<file path="config.mk">
export PLATFORM = sky130hd
export DESIGN_NAME = move_resolver
export DESIGN_NICKNAME = d
export VERILOG_FILES = /design/src/rtl/move_resolver.sv
export SDC_FILE = /design/constraint.sdc
export NUM_CORES = 1
export LEC_CHECK = 0
export CORE_MARGIN = 2
export CORE_UTILIZATION = 47
export CTS_CLUSTER_DIAMETER = 40
export DETAILED_ROUTE_END_ITERATION = 8
export PLACE_DENSITY = 0.83
export SYNTH_ARGS = -nofsm -noshare
export SYNTH_HDL_FRONTEND = slang
export SYNTH_SLANG_ARGS = --single-unit
export TNS_END_PERCENT = 50
</file>
<file path="constraint.sdc">
create_clock -name clk -period 2.25 [get_ports clk]
set_input_delay 0.45 -clock clk [delete_from_list [all_inputs] [get_ports clk]]
set_output_delay 0.45 -clock clk [all_outputs]
set_load 0.01 [all_outputs]
</file>
<file path="src/rtl/move_resolver.sv">
// Move resolver: looks up the selected move, rolls against its accuracy using an
// internal LFSR and holds the hit/crit/damage result until the datapath acks it.
module move_resolver #(
    parameter logic [7:0] LFSR_SEED = 8'hA5,
    parameter logic [3:0] CRIT_ROLL = 4'h0
) (
    input  logic       clk,
    input  logic       reset_n,
    input  logic       req,
    input  logic [1:0] move,
    input  logic       target_in,
    input  logic       roll_force_en,
    input  logic [3:0] roll_force,
    output logic       req_ready,
    output logic       res_valid,
    output logic       res_hit,
    output logic       res_crit,
    output logic [3:0] res_dmg,
    output logic       res_target,
    input  logic       res_ack,
    output logic [3:0] tbl_dmg,
    output logic [3:0] tbl_accu
);

    localparam int unsigned LFSR_W = 8;
    localparam int unsigned VAL_W  = 4;
    localparam logic [LFSR_W-1:0] SEED_EFF = (LFSR_SEED == 8'h00) ? 8'h01 : LFSR_SEED;
    localparam logic [VAL_W-1:0]  ACCU_ALWAYS = 4'hF;

    typedef enum logic [1:0] {
        IDLE = 2'd0,
        ROLL = 2'd1,
        HOLD = 2'd2
    } state_t;

    state_t state, state_nxt;

    logic [LFSR_W-1:0] lfsr;
    logic [1:0]        move_q, move_nxt;
    logic              target_q, target_nxt;
    logic              ready_nxt, valid_nxt, hit_nxt, crit_nxt, res_target_nxt;
    logic [VAL_W-1:0]  dmg_nxt;

    logic [VAL_W-1:0]  cap_dmg, cap_accu, roll_c, sat_dmg;
    logic [VAL_W:0]    dbl_dmg;
    logic              hit_c, crit_c;

    // Fixed move table, {damage, accuracy}
    function automatic logic [2*VAL_W-1:0] tbl_lookup(input logic [1:0] m);
        case (m)
            2'd0:    tbl_lookup = {4'd3, 4'd12};
            2'd1:    tbl_lookup = {4'd5, 4'd10};
            2'd2:    tbl_lookup = {4'd8, 4'd6};
            default: tbl_lookup = {4'd2, 4'd15};
        endcase
    endfunction

    assign {tbl_dmg, tbl_accu} = tbl_lookup(move);
    assign {cap_dmg, cap_accu} = tbl_lookup(move_q);

    // Roll evaluation against the captured move
    assign roll_c  = roll_force_en ? roll_force : lfsr[VAL_W-1:0];
    assign hit_c   = (cap_accu == ACCU_ALWAYS) || (roll_c < cap_accu);
    assign crit_c  = hit_c && (roll_c == CRIT_ROLL);
    assign dbl_dmg = {cap_dmg, 1'b0};
    assign sat_dmg = (dbl_dmg > 5'd15) ? 4'hF : dbl_dmg[VAL_W-1:0];

    // LFSR free-runs on every edge, x^8+x^6+x^5+x^4+1
    always_ff @(posedge clk) begin
        if (!reset_n) begin
            lfsr <= SEED_EFF;
        end else begin
            lfsr <= {lfsr[LFSR_W-2:0], lfsr[7] ^ lfsr[5] ^ lfsr[4] ^ lfsr[3]};
        end
    end

    always_ff @(posedge clk) begin
        if (!reset_n) begin
            state      <= IDLE;
            move_q     <= 2'd0;
            target_q   <= 1'b0;
            req_ready  <= 1'b1;
            res_valid  <= 1'b0;
            res_hit    <= 1'b0;
            res_crit   <= 1'b0;
            res_dmg    <= 4'd0;
            res_target <= 1'b0;
        end else begin
            state      <= state_nxt;
            move_q     <= move_nxt;
            target_q   <= target_nxt;
            req_ready  <= ready_nxt;
            res_valid  <= valid_nxt;
            res_hit    <= hit_nxt;
            res_crit   <= crit_nxt;
            res_dmg    <= dmg_nxt;
            res_target <= res_target_nxt;
        end
    end

    always_comb begin
        state_nxt      = state;
        move_nxt       = move_q;
        target_nxt     = target_q;
        valid_nxt      = res_valid;
        hit_nxt        = res_hit;
        crit_nxt       = res_crit;
        dmg_nxt        = res_dmg;
        res_target_nxt = res_target;

        case (state)
            IDLE: begin
                if (req) begin
                    move_nxt   = move;
                    target_nxt = target_in;
                    state_nxt  = ROLL;
                end
            end
            ROLL: begin
                valid_nxt      = 1'b1;
                hit_nxt        = hit_c;
                crit_nxt       = crit_c;
                dmg_nxt        = !hit_c ? 4'd0 : (crit_c ? sat_dmg : cap_dmg);
                res_target_nxt = target_q;
                state_nxt      = HOLD;
            end
            HOLD: begin
                if (res_ack) begin
                    valid_nxt = 1'b0;
                    state_nxt = IDLE;
                end
            end
            default: state_nxt = IDLE;
        endcase

        ready_nxt = (state_nxt == IDLE);
    end

endmodule

</file>
==> flow_summary.ini <==
[drt]
drtIter0Drc = 12
drt_pass1_iterations = 4
via_per_inst = 5.01
wl_per_cell_um = 13.2
drt_wl_total_mm = 2.38
drc_errors = 0
drt.antenna.violating_nets = 0
num_vias = 901

[clock_tree]
clkLatencyLatePin_ns = 0.31
cts_made_buffers = 3
clkTransAtPathRegs_ns = 0.12
cts-root-buf = clkbuf_4
cts_tree = yes
clockBufferDepth = 2
cts_sinks = 22
htree_num_levels = 1

[logic_synthesis]
synth_top_area_cell = dfxtp_1
synth_nets = 144
yosys.area.top_type_share_pct = 39.0
yosysWarnings = 0
syn_inst = 116
synthFlopType = dfxtp_1
async_flop_share_pct = 0
synthDistinctLibCells = 30
syn_area_per_cell_um2 = 9.74
synth-edff-count = 0
synth.most_common_cell = dfxtp_1
syn_area_um2 = 1130
ys_top_cells_by_area = dfxtp_1 (39%), ha_1 (18%), nor2_1 (4.0%)
ys_seq_elements = 22
synth_common_cells = dfxtp_1 (22), ha_1 (16), nor2_1 (12), inv_1 (8), and2_1 (7)
yosysSeqAreaShare_pct = 39.0

[finish]
area_growth_pct = 35.9
final_net_count = 181
n_antenna_cell = 0
multi_input_area_um2 = 644
fin_util_pct = 68.7
register_area_um2 = 440
final.fill_count = 171
final_cells = 180
drive_above_1_share_pct = 12.5
fin_area_um2 = 1540

[worst_setup_path]
start_kind = primary input
crit_path_end_kind = flip-flop
timing.rr.end = res_dmg[0]$_SDFFE_PN0P_
critPathKind = in2reg
cp_data_arrival_time_ns = 2.34
ff2ff_setup_slack_ns = 0.22
r2r.worst_path.cells = 7
reg2reg_from = move_q[1]$_SDFFE_PN0P_
required_ns = 2.46
worstPathMaxFanout = 3

[grt]
grt_pass1_vias = 891
antenna_found_initial = 0
grt_max_degree = 20
track_usage_pct = 18.7
grt_pass1_wl_mm = 3.82
grt.overflow.total = 0

[pwr]
p_leak_nw = 0.698
pwr-share-comb_pct = 21.3
ir_worst_vdd_uv = 527
p_sw_mw = 0.232
p_int_mw = 0.710
power_frac_clock_pct = 32.0
p_seq_share_pct = 46.7
power.total_mw = 0.942
power.density_nw_per_um2 = 614
p_sw_share_pct = 24.6

[floorplan]
dieArea_um2 = 2810
die_w_um = 53.0
fp-row-count = 17
num_io_pins = 29
core_um2 = 2230
die_h_um = 53.0
initial_core_util_pct = 50.6

[hold_path]
min_to = lfsr[7]$_SDFF_PN1_
hold_path_class = reg2reg
hold_start = lfsr[6]$_SDFF_PN0_
hold_depth = 1

[timing]
slew_violations = 0
max_clock_freq_mhz = 470
timing.final.hold_violations = 0
worst_pin_slew_ns = 0.718
fin_crit_ns = 2.13
skew_ns = 0.00161
rsz0062_at_grt = no
period_share_pct = 94.6
final.setup.tns_ns = 0
slew_headroom_pct = 52.0
final-setup-viol-count = 0

[placement]
gp_congestion = 0.822
port_buffers = 28
post_dp_cell_area_um2 = 1490
hpwl_mm = 1.83
dp.cells = 176

[run_status]
status = finished, final reports clean

[flow_run]
cap_violations = 0
## critical path: stages
cell,delay [ns]
clkdlybuf4s50_1,0.44
mux2_2,0.29
ha_1,0.27
o21ai_0,0.06
a211o_1,0.34
and2_4,0.16
o311a_1,0.33
## how the worst max path moves through the flow
stage | from | end | slack, ns | cells after the start
after floorplan | roll_force_en | res_dmg[0]$_SDFFE_PN0P_ | 0.27 | 6
after global placement | roll_force_en | res_dmg[0]$_SDFFE_PN0P_ | -0.32 | 7
after detailed placement | roll_force_en | res_dmg[0]$_SDFFE_PN0P_ | -0.39 | 7
after CTS | move[0] | tbl_accu[0] | 0.04 | 4
after global routing | roll_force[2] | res_dmg[0]$_SDFFE_PN0P_ | 0.07 | 7
final | roll_force[1] | res_dmg[0]$_SDFFE_PN0P_ | 0.12 | 7
## per-layer routing
metal / vias up / GRT usage [%] / part of all wire (%) / wire (um)
li1: 461 / - / - / -
met2: 24 / 33.3 / 52 / 1230
met1: 414 / 22.4 / 43 / 1010
met5: - / 0 / 0 / 0
met4: 0 / 3.85 / 0.50 / 12
met3: 2 / 5.08 / 5.2 / 123
## cells by family (layout without fill, tap and decap cells)
| family | count (synthesis) | in the layout | synth area share (%) |
|---|---|---|---|
| adders and majority gates | 16 | 16 | 17.7 |
| DFF | 22 | 22 | 39.0 |
| and+or+nand+nor | 40 | 40 | 19.5 |
| buffers and inverters | 12 | 48 | 3.99 |
| AOI/OAI and AO/OA | 18 | 18 | 12.6 |
| muxes | 5 | 5 | 4.87 |
| xor gates and xnor gates | 3 | 3 | 2.33 |
## flip-flops by register name (all words and copies together), names as in the netlist, 2 cells and up
name	count
lfsr	8
move_q	2
res_dmg	4
state	2
## final cells by class
| class | count | area share (%) |
|---|---|---|
| multi-input cells | 82 | 42.0 |
| flip-flops and latches | 22 | 28.7 |
| repair buffers | 36 | 21.7 |
| well taps | 28 | 2.28 |
| clock inverters | 1 | 1.96 |
| inverters | 8 | 1.96 |
| clock buffers | 3 | 1.47 |
## power by group through the flow
stage | sequential (mW) | combinational [mW] | clock [mW]
after floorplan | 0.449 | 0.104 | 0
after global placement | 0.447 | 0.197 | 0
after detailed placement | 0.448 | 0.207 | 0
after CTS | 0.440 | 0.202 | 0.307
after global routing | 0.444 | 0.221 | 0.321
final | 0.440 | 0.201 | 0.301
## what timing repair did
action	4_1_cts	5_1_grt
gates resized for setup	8	1
hold buffers	0	0
endpoints found under the setup margin	10	1
setup buffers	0	0
## cells in the final DEF, fill, tap and decap left out, drive strengths merged
cell	Yosys	layout
nor2b	2	2
o21a	3	3
a31oi	1	1
xnor2	1	1
clkbuf	4	3
nor3b	2	2
xor2	2	2
a21oi	2	2
bufinv	0	1
buf	0	8
mux2i	1	1
nand3b	1	1
mux2	4	4
ha	16	16
nor2	12	12
o22ai	1	1
inv	8	8
o21ai	4	4
dlygate4sd2	0	8
dlymetal6s2s	0	1
or4	1	1
nand2	6	6
and2	8	8
nand3	3	3
or4b	1	1
o311a	3	3
o211a	1	1
a21boi	2	2
nand2b	4	4
a211o	1	1
dfxtp	22	22
clkdlybuf4s50	0	19
## stage by stage
| step | worst slack [ns] | hold WS, ns |
|---|---|---|
| after floorplan | 0.271 | 0.386 |
| after global placement | -0.317 | 0.396 |
| after detailed placement | -0.395 | 0.407 |
| after CTS | 0.0397 | 0.441 |
| after global routing | 0.0657 | 0.466 |
| final | 0.122 | 0.433 |
Note: power is estimated with default switching activity, not from simulation.
==> RTL edit 1, RTL diff (same settings) <==
`res_dmg` no longer has a reset.
--- a/src/rtl/move_resolver.sv
+++ b/src/rtl/move_resolver.sv
@@ -85,3 +85,2 @@
             res_crit   <= 1'b0;
-            res_dmg    <= 4'd0;
             res_target <= 1'b0;
@@ -95,5 +94,8 @@
             res_crit   <= crit_nxt;
-            res_dmg    <= dmg_nxt;
             res_target <= res_target_nxt;
         end
+    end
+
+    always_ff @(posedge clk) begin
+        res_dmg <= dmg_nxt;
     end
Behaviour: differs if reset_n is asserted again (counterexample within 4 cycles, from zero or initial values and one cycle with reset_n low); with reset_n held inactive, the same outputs for 10 cycles.
==> RTL edit 1 against the original RTL <==
Final cell count decreased by 3.3%. Design area increased by 1.5%. Routed wire length decreased by 5.7%. Die area decreased by 1.2%. Synthesized area decreased by 1.3%. Critical path type is now in2out. First-iteration DRC count increased by 8.3%. Total power decreased by 3.2%. Highest routed layer unchanged. Sequential cell count unchanged. Worst setup slack got worse by 0.0039 ns.
==> RTL edit 1: results (changes against the original RTL) <==
Placed design
  – DP Area: 1510 µm² (+1.5%)
  – Setup slack at placement: -0.205 ns (+0.190 ns)
  – Dpl hpwl: 1.82 mm (-0.39%)
  – RePlAce Congestion: 0.778 (-5.4%)

Synth
  – Most frequent cells after synthesis: 18 x dfxtp_1, 16 x ha_1, 9 x nor2_1
  – Synth cell types: 29 (-3.3%)
  – Adder-cell share of the synthesized area: 0.180 (+0.00239)
  – Syn_nets: 132 (-8.3%)
  – Synthesized area per cell: 10.7 µm² (+10%)
  – Xor and xnor area share after synthesis: 0.0236 (+0.000313)
  – Number of flops mapped to enable cells by yosys: 4 (+4)
  – Synth top area cells: dfxtp_1 32%, ha_1 18%, edfxtp_1 11%

Critical path
  – Crit path arrival time: 1.68 ns (-0.66 ns)
  – R2R setup slack: 0.34 ns (+0.12 ns)
  – CP delay by family, top: buffers and inverters

Power and ir drop
  – Maximum vdd drop: 606 µV (+15%)
  – Pleak: 0.720 nW (+3.2%)

Drt
  – DR iter-0 viols: 13 (+1)
  – DR vias/cell: 4.82 (-3.8%)
  – WL/cell: 12.9 µm (-2.5%)
  – Pre-antenna DRT Iters: 5 (+1)
  – Met3 wire length: 81 µm (-34%)
  – Met2 wire len: 1.18 mm (-4.2%)
  – DRT met1 WL: 964 µm (-4.7%)

Status
  – Status: completed

Global route
  – Largest net degree at the start of global routing: 19 (-5.0%)
  – First-pass GRT wire length: 3.59 mm (-6.1%)
  – Vias in the first global route: 862 (-3.3%)
  – GRT Total Usage: 0.177 (-0.0101)
  – M1 GR Usage: 0.193 (-0.0309)
  – GR Util met2: 0.335 (+0.00208)

STA
  – Worst Skew: 0.00326 ns (+0.00165 ns)
  – Rel. slew slack: 0.653 (+0.133)
  – Hold WS: 0.422 ns (-0.0108 ns)

Finish
  – Layout cells sized above 1: 0.171 (+0.0462)
  – Fill cells: 176 (+2.9%)
  – # nets final: 175 (-3.3%)

Die
  – Die width: 52.7 µm (-0.62%)

Clock network
  – Post-cts gate resize count: 6 (-2)
## RTL edit 1: area by class of cell
cell class | instances | area (µm²) | share of cell area
multi-input cells | 72 | 597 | 0.383
inverters | 8 | 30.0 | 0.0193
repair buffers | 40 | 368 | 0.236
clock buffers | 4 | 47.5 | 0.0305
well taps | 28 | 35.0 | 0.0225
flip-flops and latches | 22 | 480 | 0.308
## RTL edit 1: worst paths after layout
path | startpoint | to | depth (start not counted)
hold reg to reg | lfsr[6] | lfsr[7] | 1
setup / recovery | move[0] | tbl_dmg[0] | 6
hold / removal | lfsr[6] | lfsr[7] | 1
setup reg to reg | move_q[0] | res_dmg[2] | 7
## RTL edit 1: power breakdown
| group | leakage, nW | switching [mW] | internal, mW |
|---|---|---|---|
| logic | 0.508 | 0.0872 | 0.112 |
| registers | 0.186 | 0.0199 | 0.434 |
| clock network | 0.0261 | 0.124 | 0.136 |
==> RTL edit 2, RTL diff (same flow settings) <==
Without the edit above. The 3 states of `state_t` get a one-hot encoding in 3 bits.
--- a/src/rtl/move_resolver.sv
+++ b/src/rtl/move_resolver.sv
@@ -29,6 +29,6 @@
 
-    typedef enum logic [1:0] {
-        IDLE = 2'd0,
-        ROLL = 2'd1,
-        HOLD = 2'd2
+    typedef enum logic [2:0] {
+        IDLE = 3'b001,
+        ROLL = 3'b010,
+        HOLD = 3'b100
     } state_t;
Formal check against the unedited RTL: no difference found for any inputs over 10 cycles, from zero or initial values and one cycle with reset_n low; not proved beyond that.
==> RTL edit 2 against the original RTL <==
Non-clock buffer count down 1. Design area increased by 4.0%. Final cell count increased by 8.3%. Sequential cell count increased by 1. Routed wire length is 6.2% higher. Worst setup slack got worse by 0.056 ns. Register-to-register slack gained 0.06 ns. Combinational power decreased by 13%. Total power fell by 13%. Clock power down 35%. Sequential power up 2%. Global-route usage grew 0.93 points. Synthesized area rose by 7.6%. Largest cell class unchanged.
==> RTL edit 2: results (changes against the original RTL) <==
Status
  – Status: completed

Drt
  – DR iter-0 viols: 9 (-3)
  – Detailed Route WL: 2.53 mm (+6.2%)

Global route
  – Largest net degree at the start of global routing: 14 (-30%)
  – First-pass GRT wire length: 4.13 mm (+8.1%)
  – GRT Total Usage: 0.197 (+0.00930)

Synth
  – Adder-cell share of the synthesized area: 0.165 (-0.0126)
  – Compound-gate portion of the synthesized area: 0.151 (+0.0250)
  – Post-synthesis mux area share: 0.0453 (-0.00346)
  – Sequential share of the synthesized area: 0.379 (-0.0112)
  – Post-Syn Instances: 130 (+12%)

Finish
  – Fill cells: 205 (+20%)
  – # nets final: 194 (+7.2%)
  – Final Util: 0.650 (-0.0370)
  – Biggest regs: lfsr: 8 flops, res_dmg: 4 flops, state: 3 flops

Critical path
  – Crit path arrival time: 1.73 ns (-0.61 ns)
  – Crit-path max FO: 4 (+1)
  – CP delay by family, top: buffers and inverters

STA
  – Worst Skew: 0.0141 ns (+0.0125 ns)

Power and ir drop
  – Psw: 0.232 mW (about the same)
  – Pleak: 0.662 nW (-5.1%)
  – Maximum vdd drop: 419 µV (-21%)
  – Pint: 0.586 mW (-17%)

Placed design
  – Setup slack at placement: -0.329 ns (+0.0651 ns)
  – DP Area: 1570 µm² (+5.5%)
[RTL edit 2: cell count changes after synthesis, moves of 3 or more]
cell and change:
a21oi_1 +8, o21a_1 -3, o311a_1 -3, o211ai_1 +3, inv_1 +3, nand2_1 +6, a221oi_2 +3
[RTL edit 2: routing by layer]
layer | global-route usage | share of wire | up-vias | routed length [µm]
met2 | 0.373 | 0.52 | 31 | 1300
li1 | - | - | 510 | -
met4 | 0.113 | 0.023 | 0 | 58
met1 | 0.203 | 0.42 | 466 | 1070
met5 | 0 | 0 | - | 0
met3 | 0.0246 | 0.040 | 4 | 102
[RTL edit 2: worst paths after layout]
| kind | from | to | slack, ns | cells past startpoint |
|---|---|---|---|---|
| worst min register to register | lfsr[6] | lfsr[7] | 0.43 | 1 |
| worst min-delay path | lfsr[6] | lfsr[7] | 0.43 | 1 |
| worst max register to register | move_q[0] | res_dmg[3] | 0.28 | 7 |
| worst max-delay path | move[1] | tbl_dmg[3] | 0.07 | 4 |
[RTL edit 2: final cells by class]
cell class                      instances  area share
Inverter                               11      0.0259
Sequential cell                        23       0.288
Clock buffer                            3      0.0141
Tap cell                               30      0.0235
Clock inverter                          1     0.00313
Multi-Input combinational cell         92       0.438
Timing Repair Buffer                   35       0.207
[RTL edit 2: cell families (layout without fill, tap and decap cells)]
family	count (synthesis)	in the layout
AO/OA/AOI/OAI	24	24
XOR/XNOR	3	3
adder cells (fa/ha/maj)	16	16
buffers and inverters	15	50
flip-flops	23	23
multiplexers	5	5
AND/OR/NAND/NOR	44	44
[RTL edit 2: repair_timing]
| item | in CTS | in global routing |
|---|---|---|
| cloned | 0 | 0 |
| setup endpoints to repair | 9 | 2 |
| gates resized for setup | 7 | 2 |
| pin swaps | 1 | 0 |
